### config.mk
export PLATFORM = sky130hd
export DESIGN_NAME = taxi_eth_lb_mac_swap_flat
export DESIGN_NICKNAME = d
export VERILOG_FILES = /design/src/rtl/taxi_eth_lb_pkg.sv /design/src/rtl/taxi_axis_if.sv /design/src/rtl/taxi_eth_lb_skid.sv /design/src/rtl/taxi_eth_lb_mac_swap.sv /design/src/flat_wrapper.sv
export SDC_FILE = /design/constraint.sdc
export NUM_CORES = 1
export LEC_CHECK = 0
export CAP_MARGIN = 5
export CORE_AREA = 2 2 130 132
export CTS_BUF_LIST = sky130_fd_sc_hd__clkbuf_2
export CTS_CLUSTER_DIAMETER = 30
export DETAILED_ROUTE_END_ITERATION = 12
export DIE_AREA = 0 0 132 134
export PLACE_DENSITY = 0.88
export SLEW_MARGIN = 20
export SYNTH_ARGS = -nofsm -noshare
export SYNTH_HDL_FRONTEND = slang
export SYNTH_SLANG_ARGS = --single-unit
### constraint.sdc
create_clock -name clk -period 1.8 [get_ports clk]
set_input_delay 0.36 -clock clk [delete_from_list [all_inputs] [get_ports clk]]
set_output_delay 0.36 -clock clk [all_outputs]
set_load 0.02 [all_outputs]
### src/rtl/taxi_eth_lb_pkg.sv
// Shared types and helpers for the loopback MAC-swap path.
package taxi_eth_lb_pkg;

  typedef enum logic [1:0] {IDLE, WAIT1, BODY} lb_state_t;

  localparam int unsigned ETH_DST_OFS       = 0;
  localparam int unsigned ETH_SRC_OFS       = 6;
  localparam int unsigned ETH_HDR_MAC_BYTES = 12;

  typedef struct packed {
    logic [63:0] beat1;
    logic [63:0] beat0;
  } mac_pair_t;

  // Exchanges frame bytes 0-5 with 6-11 across the first two 64-bit beats.
  function automatic mac_pair_t mac_swap_beats(input logic [63:0] beat0, input logic [63:0] beat1);
    logic [127:0] in_b;
    logic [127:0] out_b;
    in_b  = {beat1, beat0};
    out_b = in_b;
    for (int unsigned i = 0; i < ETH_HDR_MAC_BYTES / 2; i++) begin
      out_b[8*(ETH_DST_OFS+i) +: 8] = in_b[8*(ETH_SRC_OFS+i) +: 8];
      out_b[8*(ETH_SRC_OFS+i) +: 8] = in_b[8*(ETH_DST_OFS+i) +: 8];
    end
    return out_b;
  endfunction

endpackage

### src/rtl/taxi_axis_if.sv
// AXI4-Stream bundle used between the async FIFO, the MAC-swap block and the MAC.
interface taxi_axis_if #(
  parameter int DATA_W = 64,
  parameter int KEEP_W = DATA_W / 8,
  parameter int ID_W   = 8,
  parameter int USER_W = 1
);
  logic [DATA_W-1:0] tdata;
  logic [KEEP_W-1:0] tkeep;
  logic              tvalid;
  logic              tready;
  logic              tlast;
  logic [ID_W-1:0]   tid;
  logic [USER_W-1:0] tuser;

  modport src (output tdata, tkeep, tvalid, tlast, tid, tuser, input tready);
  modport snk (input tdata, tkeep, tvalid, tlast, tid, tuser, output tready);
endinterface

### src/rtl/taxi_eth_lb_skid.sv
// One-beat register slice; accepts a new beat whenever empty or draining.
module taxi_eth_lb_skid #(
  parameter int W = 8
) (
  input  logic         clk,
  input  logic         rst_n,
  input  logic         in_valid,
  output logic         in_ready,
  input  logic [W-1:0] in_data,
  output logic         out_valid,
  input  logic         out_ready,
  output logic [W-1:0] out_data
);
  logic         valid_q;
  logic [W-1:0] data_q;

  assign in_ready  = !valid_q || out_ready;
  assign out_valid = valid_q;
  assign out_data  = data_q;

  always_ff @(posedge clk or negedge rst_n) begin
    if (!rst_n) begin
      valid_q <= 1'b0;
      data_q  <= '0;
    end else if (in_ready) begin
      valid_q <= in_valid;
      if (in_valid) begin
        data_q <= in_data;
      end
    end
  end
endmodule

### src/rtl/taxi_eth_lb_mac_swap.sv
// Loopback header rewriter: swaps Ethernet dst/src MACs through a hold (H) and output (O) slice.
// Statistics counters are built only when TAXI_ETH_LB_MAC_SWAP_STATS_EN is defined.
module taxi_eth_lb_mac_swap
  import taxi_eth_lb_pkg::*;
#(
  parameter int DATA_W = 64,
  parameter int KEEP_W = DATA_W / 8,
  parameter int ID_W   = 8,
  parameter int USER_W = 1
) (
  input  logic        clk,
  input  logic        rst_n,
  taxi_axis_if.snk    s_axis,
  taxi_axis_if.src    m_axis,
  input  logic        cfg_swap_en,
  output logic [31:0] stat_frame_cnt,
  output logic [31:0] stat_runt_cnt
);

  if (DATA_W != 64 || KEEP_W != 8) begin : g_bad_width
    $error("taxi_eth_lb_mac_swap supports only DATA_W=64, KEEP_W=8");
  end

  typedef struct packed {
    logic              runt;
    logic [USER_W-1:0] tuser;
    logic [ID_W-1:0]   tid;
    logic              tlast;
    logic [KEEP_W-1:0] tkeep;
    logic [DATA_W-1:0] tdata;
  } beat_t;

  localparam int BEAT_W = $bits(beat_t);

  lb_state_t state_q, state_d;
  logic      swap_q, swap_d;
  beat_t     s_beat, h_in, h_beat, o_in, o_beat;
  logic      h_in_ready, h_valid, h_out_ready;
  logic      o_in_valid, o_in_ready, o_valid;
  logic      s_fire, m_fire, h_move_ok, runt_last;
  mac_pair_t swapped;

  assign s_beat = {1'b0, s_axis.tuser, s_axis.tid, s_axis.tlast, s_axis.tkeep, s_axis.tdata};

  // In WAIT1 beat 0 may only leave H together with beat 1 arriving, so tready follows tvalid there.
  assign s_axis.tready = rst_n && h_in_ready;
  assign s_fire        = s_axis.tvalid && s_axis.tready;
  assign h_move_ok     = (state_q != WAIT1) || s_axis.tvalid;
  assign h_out_ready   = o_in_ready && h_move_ok;
  assign o_in_valid    = h_valid && h_move_ok;
  assign runt_last     = s_axis.tlast && (s_axis.tkeep[3:0] != 4'hF);
  assign swapped       = mac_swap_beats(h_beat.tdata, s_axis.tdata);

  always_comb begin
    state_d = state_q;
    swap_d  = swap_q;
    h_in    = s_beat;
    o_in    = h_beat;
    case (state_q)
      IDLE: begin
        if (s_fire) begin
          if (s_axis.tlast) begin
            h_in.runt = 1'b1;
          end else begin
            state_d = WAIT1;
            swap_d  = cfg_swap_en;
          end
        end
      end
      WAIT1: begin
        if (s_fire) begin
          h_in.runt = runt_last;
          if (swap_q && !runt_last) begin
            o_in.tdata = swapped.beat0;
            h_in.tdata = swapped.beat1;
          end
          state_d = s_axis.tlast ? IDLE : BODY;
        end
      end
      BODY: begin
        if (s_fire && s_axis.tlast) begin
          state_d = IDLE;
        end
      end
      default: state_d = IDLE;
    endcase
  end

  always_ff @(posedge clk or negedge rst_n) begin
    if (!rst_n) begin
      state_q <= IDLE;
      swap_q  <= 1'b0;
    end else begin
      state_q <= state_d;
      swap_q  <= swap_d;
    end
  end

  taxi_eth_lb_skid #(.W(BEAT_W)) u_hold (
    .clk       (clk),
    .rst_n     (rst_n),
    .in_valid  (s_fire),
    .in_ready  (h_in_ready),
    .in_data   (h_in),
    .out_valid (h_valid),
    .out_ready (h_out_ready),
    .out_data  (h_beat)
  );

  taxi_eth_lb_skid #(.W(BEAT_W)) u_out (
    .clk       (clk),
    .rst_n     (rst_n),
    .in_valid  (o_in_valid),
    .in_ready  (o_in_ready),
    .in_data   (o_in),
    .out_valid (o_valid),
    .out_ready (m_axis.tready),
    .out_data  (o_beat)
  );

  assign m_axis.tvalid = o_valid;
  assign m_axis.tdata  = o_beat.tdata;
  assign m_axis.tkeep  = o_beat.tkeep;
  assign m_axis.tlast  = o_beat.tlast;
  assign m_axis.tid    = o_beat.tid;
  assign m_axis.tuser  = o_beat.tuser;
  assign m_fire        = o_valid && m_axis.tready;

`ifdef TAXI_ETH_LB_MAC_SWAP_STATS_EN
  logic [31:0] frame_cnt_q, runt_cnt_q;

  always_ff @(posedge clk or negedge rst_n) begin
    if (!rst_n) begin
      frame_cnt_q <= '0;
      runt_cnt_q  <= '0;
    end else if (m_fire && o_beat.tlast) begin
      frame_cnt_q <= frame_cnt_q + 32'd1;
      if (o_beat.runt) begin
        runt_cnt_q <= runt_cnt_q + 32'd1;
      end
    end
  end

  assign stat_frame_cnt = frame_cnt_q;
  assign stat_runt_cnt  = runt_cnt_q;
`else
  logic unused_stats;
  assign unused_stats   = ^{m_fire, o_beat.runt};
  assign stat_frame_cnt = '0;
  assign stat_runt_cnt  = '0;
`endif

endmodule

### src/flat_wrapper.sv
// flat-port wrapper written by rule: the top's interface ports become plain ports
module taxi_eth_lb_mac_swap_flat import taxi_eth_lb_pkg::*;
#(
  parameter int DATA_W = 64,
  parameter int KEEP_W = DATA_W / 8,
  parameter int ID_W   = 8,
  parameter int USER_W = 1
)
  (clk, rst_n, cfg_swap_en, stat_frame_cnt, stat_runt_cnt, s_axis_tdata, s_axis_tkeep, s_axis_tvalid, s_axis_tlast, s_axis_tid, s_axis_tuser, s_axis_tready, m_axis_tdata, m_axis_tkeep, m_axis_tvalid, m_axis_tlast, m_axis_tid, m_axis_tuser, m_axis_tready);
  taxi_axis_if #(.DATA_W(DATA_W), .KEEP_W(KEEP_W), .ID_W(ID_W), .USER_W(USER_W)) s_axis_i ();
  taxi_axis_if #(.DATA_W(DATA_W), .KEEP_W(KEEP_W), .ID_W(ID_W), .USER_W(USER_W)) m_axis_i ();
  input  logic clk;
  input  logic rst_n;
  input  logic cfg_swap_en;
  output logic [31:0] stat_frame_cnt;
  output logic [31:0] stat_runt_cnt;
  input wire logic [$bits(s_axis_i.tdata)-1:0] s_axis_tdata;
  input wire logic [$bits(s_axis_i.tkeep)-1:0] s_axis_tkeep;
  input wire logic [$bits(s_axis_i.tvalid)-1:0] s_axis_tvalid;
  input wire logic [$bits(s_axis_i.tlast)-1:0] s_axis_tlast;
  input wire logic [$bits(s_axis_i.tid)-1:0] s_axis_tid;
  input wire logic [$bits(s_axis_i.tuser)-1:0] s_axis_tuser;
  output wire logic [$bits(s_axis_i.tready)-1:0] s_axis_tready;
  output wire logic [$bits(m_axis_i.tdata)-1:0] m_axis_tdata;
  output wire logic [$bits(m_axis_i.tkeep)-1:0] m_axis_tkeep;
  output wire logic [$bits(m_axis_i.tvalid)-1:0] m_axis_tvalid;
  output wire logic [$bits(m_axis_i.tlast)-1:0] m_axis_tlast;
  output wire logic [$bits(m_axis_i.tid)-1:0] m_axis_tid;
  output wire logic [$bits(m_axis_i.tuser)-1:0] m_axis_tuser;
  input wire logic [$bits(m_axis_i.tready)-1:0] m_axis_tready;
  assign s_axis_i.tdata = s_axis_tdata;
  assign s_axis_i.tkeep = s_axis_tkeep;
  assign s_axis_i.tvalid = s_axis_tvalid;
  assign s_axis_i.tlast = s_axis_tlast;
  assign s_axis_i.tid = s_axis_tid;
  assign s_axis_i.tuser = s_axis_tuser;
  assign s_axis_tready = s_axis_i.tready;
  assign m_axis_tdata = m_axis_i.tdata;
  assign m_axis_tkeep = m_axis_i.tkeep;
  assign m_axis_tvalid = m_axis_i.tvalid;
  assign m_axis_tlast = m_axis_i.tlast;
  assign m_axis_tid = m_axis_i.tid;
  assign m_axis_tuser = m_axis_i.tuser;
  assign m_axis_i.tready = m_axis_tready;
  taxi_eth_lb_mac_swap #(.DATA_W(DATA_W), .KEEP_W(KEEP_W), .ID_W(ID_W), .USER_W(USER_W)) u_core (.clk(clk), .rst_n(rst_n), .s_axis(s_axis_i), .m_axis(m_axis_i), .cfg_swap_en(cfg_swap_en), .stat_frame_cnt(stat_frame_cnt), .stat_runt_cnt(stat_runt_cnt));
endmodule
Yosys cells after proc, flatten, opt, wreduce, memory -nomap -nowiden
Index checks and enable logic that the tools add are counted.
Storage, ports and cells
  bits in registers: 169
  output and inout port bits: 148
  input port bits: 87
  logic and storage cells: 44
Cells by class
  reduce and logical (&&, ||, !) cells: 18
  bitwise operators: 1
  equal/unequal tests: 8
  muxes and demuxes: 11
Operators by type and width (count)
  2-to-1 mux 64 bit: 3
  2-to-1 mux 32 bit: 2
  2-to-1 mux 2 bit: 5
  inequality test 2 x 1 -> 1 bit (second input constant): 4
  logical AND 1 bit: 7
  case mux 2 bit (3 select lines): 1
  inequality test 4 bit (second input constant): 1
  AND reduction 2 bit: 2
  AND reduction 4 bit: 1
  zero test 1 bit: 3
  logical OR 1 bit: 3
  AND reduction 3 bit: 1
  == test 2 x 1 -> 1 bit (second input constant): 1
  == test 2 bit (second input constant): 1
  zero test 2 bit: 1
  inequality test 2 bit (second input constant): 1
  inverter 1 bit: 1

Depth between registers and ports, before layout
Gate-level depths: netlist (run 1).
  depth after elaboration: 9
  mapped depth: 7
  mapped depth without buffers: 4

Cells and area by module
Synthesis (run 1) repeated with hierarchy kept, for this count alone.
Second synthesis, totals
  cell total of the unflattened synthesis: 553
  area, all modules: 8842.2 µm²
Modules (own cells, without submodules)
  taxi_eth_lb_skid: sequential area each 2102.0 µm², area an instance 3495.9 µm², cells each 179, instances 2
  taxi_eth_lb_mac_swap: sequential area each 75.1 µm², area an instance 1850.5 µm², cells each 195, instances 1

Worst setup path after synthesis (run 1)
OpenSTA, ideal clock, no wires.
  path kind: register to register
  start point: register u_core.state_q[1]
  end point: register u_core.u_hold.data_q[25] (netlist: u_core.u_hold.out_data[25])
  path slack: 322 ps
  arrival: 1346 ps
  required time: 1668 ps
  buffers on the path: 2
  cell stages (with the launch flop): 7
  setup time: 132 ps
  cells stage by stage: dfrtp_1 -> and3b_1 -> o21a_1 -> buf_2 -> buf_4 -> mux2i_1 -> o21ai_1
Between the ends
  cells in the longest elaborated chain, start to end: 7
Ends and longest elaborated chain
  from (decl): RTL line taxi_eth_lb_mac_swap.sv:35  | lb_state_t state_q, state_d;
  from (signal assigned): RTL line taxi_eth_lb_mac_swap.sv:94  | state_q <= state_d;
  inequality test 2 x 1 -> 1 bit: RTL line taxi_eth_lb_mac_swap.sv:48  | assign h_move_ok = (state_q != WAIT1) || s_axis.tvalid;
  logical OR 1 bit: RTL line taxi_eth_lb_mac_swap.sv:48
  logical AND 1 bit: RTL line taxi_eth_lb_mac_swap.sv:49  | assign h_out_ready = o_in_ready && h_move_ok;
  logical OR 1 bit: RTL line taxi_eth_lb_skid.sv:17  | assign in_ready = !valid_q || out_ready;
  logical AND 1 bit: RTL line taxi_eth_lb_mac_swap.sv:46  | assign s_axis.tready = rst_n && h_in_ready;
  logical AND 1 bit: RTL line taxi_eth_lb_mac_swap.sv:47  | assign s_fire = s_axis.tvalid && s_axis.tready;
  AND reduction 2 bit (no source line)
  to (signal assigned): RTL line taxi_eth_lb_skid.sv:28  | data_q <= in_data;
  to (decl): RTL line taxi_eth_lb_skid.sv:15  | logic [W-1:0] data_q;
Parallel ways exist; a longest one is shown, timed or not.
A chain may end at the register's enable or synchronous reset.

Worst setup path after layout (run 1)
  start point: register u_core.state_q[1]
  end point: output s_axis_tready
Between the ends
  cells in the longest elaborated chain, start to end: 5
Ends and longest elaborated chain
  inequality test 2 x 1 -> 1 bit: RTL line taxi_eth_lb_mac_swap.sv:48
  logical OR 1 bit: RTL line taxi_eth_lb_mac_swap.sv:48
  logical AND 1 bit: RTL line taxi_eth_lb_mac_swap.sv:49
  logical OR 1 bit: RTL line taxi_eth_lb_skid.sv:17
  logical AND 1 bit: RTL line taxi_eth_lb_mac_swap.sv:46
  to (decl): RTL line flat_wrapper.sv:23  | output wire logic [$bits(s_axis_i.tready)-1:0] s_axis_tready;
Every way passes these cells.

==> results_dict.tcl, run 1 <==
set metrics [dict create \
    numPlacedInstances 1244 \
    critPathMaxFanout 2 \
    multi_input_comb_area_um2 3196 \
    final_design_area_no_fill_um2 10940 \
    count_of_state_elements_after_synthesis 169 \
    post_synth_top_area_cell "dfrtp_1" \
    drt.antenna.violating_nets 0 \
    rsz_0062_raised_after_global_routing "true" \
    post-route-period-util_pct 119.8 \
    row_cnt 47 \
    drt-pass1-iter-count 5 \
    cts-root-to-sink-buffers 2 \
    synthMostInstantiatedCell "nand2_1" \
    grt_max_degree 140 \
    setup.worst_path.class "reg2out" \
    synth_common_cells "nand2_1, dfrtp_1, a21oi_1" \
    finalClockSkew_ns 0.03791 \
    place_congestion 0.8343 \
    max_freq_mhz 463.8 \
    final_max_tran_viols 0 \
    clk_pin_slew_ns 0.26 \
    die_h_um 134 \
    gr-total-overflow 0 \
    synthesized_netlist_cell_count 870 \
    synth-async-reset-ratio_pct 100.0 \
    seq_area_um2 4229 \
    grt_first_pass_wirelength_um 33400 \
    pre_cts_slack_ns -0.4119 \
    effective_utilization_at_floorplan_pct 46.82 \
    synth_area_leaders "dfrtp_1, nand2_1, a21oi_1" \
    non_filler_instance_count_after_layout 1348 \
    antenna_violations_before_repair 2 \
    post-route-min-period_ns 2.156 \
    clock_sink_count 169 \
    final_net_count 1200 \
    holdWs_ns 0.06918 \
    post-dp-hpwl_um 14490 \
    failing_checks "setup timing" \
    timing.critical_path.from_type "register" \
    buffer_ports.inserted 170 \
    floorplan.core_area_um2 16290 \
    via_count_of_the_first_global_routing_pass 6560 \
    cellPowerDensity_nw_per_um2 1355 \
    io-pin-count 235 \
    wl_per_cell_um 17.73 \
    tightestPinTransition_ns 0.7534 \
    leakage_nw 5.288 \
    ys.warnings.count 0 \
    maxCapViolCount 0 \
    chipWidth_um 132 \
    cts_tree "done" \
    synth.cell_area_um2 7626 \
    vdd_ir_drop_max_uv 799.8 \
    htree_levels 4 \
    detail_route.wirelength_um 23900 \
    via_count 7012 \
    drive_above_1_share_pct 26.11 \
    worst_min_path_class "in2reg" \
    root_buffer "clkbuf_2" \
    final-hold-violation-count 0 \
    dpl_cell_area_um2 9644 \
    run_status "finished, violations left" \
    synth_edf_count 0 \
    crit_required_ns 1.44 \
    setup_slack_ns -0.3562 \
    cts_buffer_count 17 \
    yosys_most_used_dff "dfrtp_1" \
    area_delta_synth_final_pct 43.41 \
    yosysUniqueCellTypes 28 \
    avgSynthCellArea_um2 8.766 \
    report.final.setup_viol 68 \
    worstSetupEndpointType "output pin" \
    dieArea_um2 17690 \
    maxSlewHeadroom_pct 49.77 \
    yosysTopAreaCellShare_pct 55.46 \
    detail_route.drc_violations 0 \
    sequential_element_share_of_the_synthesized_area_pct 55.46 \
    fillCellCount 1238 \
    insertion_delay_ns 0.76 \
    grt.total_usage_pct 24.00 \
    initialDrtViolationCount 548 \
    vias_per_cell 5.202 \
    crit_arrival_ns 1.80 \
]
-- critical path, stage by stage (launching register included) --
cell      delay [ns]
dfrtp_1         0.43
nand2b_4        0.16
o21ai_2         0.10
nand2_1         0.08
and2_4          0.15
buf_6           0.12
-- routing by layer --
metal,track usage (%),vias to the layer above,routed length [um]
met2,39.81,330,11990
met1,30.29,3434,9531
met3,5.026,68,1453
met5,0,-,0
li1,-,3180,-
met4,11.23,0,928
-- sequential cells by signal, summed over array words and instances, names as in the netlist --
signal	count
u_core.u_hold.out_data	82
u_core.u_out.out_data	82
u_core.state_q	2
u_core.swap_q	1
u_core.u_hold.out_valid	1
u_core.u_out.out_valid	1
-- logic make-up after synthesis --
group           count (synthesis)  synth area share [%]
compound gates                163                 11.26
buf+inv                       119                 9.549
flops                         169                 55.46
mux                            33                 4.348
other cells                     1               0.04917
simple gates                  385                 19.34
-- path summary, 6_finish.rpt --
path / slack [ns] / end / cells after the start / startpoint
max: -0.36 / s_axis_tready / 5 / u_core.state_q[1]$_DFFE_PN0P_
min: 0.07 / u_core.u_hold.out_data[37]$_DFFE_PN0P_ / 3 / s_axis_tdata[37]
max reg2reg: -0.10 / u_core.u_hold.out_data[24]$_DFFE_PN0P_ / 9 / u_core.state_q[1]$_DFFE_PN0P_
min reg2reg: 0.48 / u_core.u_out.out_data[78]$_DFFE_PN0P_ / 2 / u_core.u_hold.out_data[78]$_DFFE_PN0P_
max in group asynchronous: 0.25 / u_core.u_hold.out_data[43]$_DFFE_PN0P_ / 4 / rst_n
min in group asynchronous: 0.53 / u_core.u_out.out_data[73]$_DFFE_PN0P_ / 3 / rst_n
-- power breakdown --
part	leakage [nW]	switching, mW	internal (mW)
registers	2.03	1.01	5.01
clock network	0.151	1.38	0.926
logic	3.11	3.46	3.04
-- stage by stage --
step                      TNS, ns  power [mW]  util, %
after floorplan                 0       8.762        -
after global placement     -22.15       11.53    59.21
after detailed placement   -29.27       11.76    59.21
after CTS                 -0.5653       13.76    60.39
after global routing       -7.853       15.60    67.14
final                      -2.472       14.82    67.14
-- placed cells by master, fill, tap and decap left out, types with 2 or more instances in the layout --
master           synthesis  final
nand2_1                310    285
dfrtp_1                169    169
a21oi_1                119     87
clkdlybuf4s50_1          0     85
nor2_1                  65     65
conb_1                   1     64
buf_4                   67     62
buf_6                    0     52
buf_2                   24     39
a21oi_2                  0     32
o21ai_1                 12     30
mux2i_1                 32     28
buf_12                   0     22
clkbuf_2                 0     18
nand2_2                  0     17
clkbuf_16                0     14
nand2_4                  0      8
a31oi_1                  5      5
clkinvlp_4               0      5
mux2i_2                  0      4
bufinv_16                0      4
inv_6                    0      3
diode_2                  0      2
inv_1                    2      2
o21ai_0                 21      2
buf_8                    0      2
dlygate4sd3_1            0      2
-- area by class of cell --
class	instances	area share, %
Multi-Input combinational cell	645	29.22
Clock inverter	14	1.796
Tap cell	220	2.517
Antenna cell	2	0.04576
Sequential cell	169	38.67
Clock buffer	18	0.8237
Inverter	2	0.06864
Timing Repair Buffer	278	26.86
-- repair_timing --
item | 4_1_cts | 5_1_grt
hold buffers | 2 | 0
hold endpoints to repair | 169 | 0
resized for setup | 375 | 161
setup endpoints to repair | 84 | 110
pin swaps | 4 | 62
gates cloned | 0 | 19
buffers inserted | 25 | 25
Power figures use the tool's default switching activity.
==> inputs of run 2 (changes only) <==
GPL_TIMING_DRIVEN = 1   (was default)
SLEW_MARGIN = 10   (was 20)
==> results of run 2 <==
Final layout, timing and power as in run 1 (identical DEF).
==> inputs of run 3 (changes only) <==
SLEW_MARGIN = default   (was 10)
==> results of run 3 <==
Final layout, timing and power as in run 1 (identical DEF).
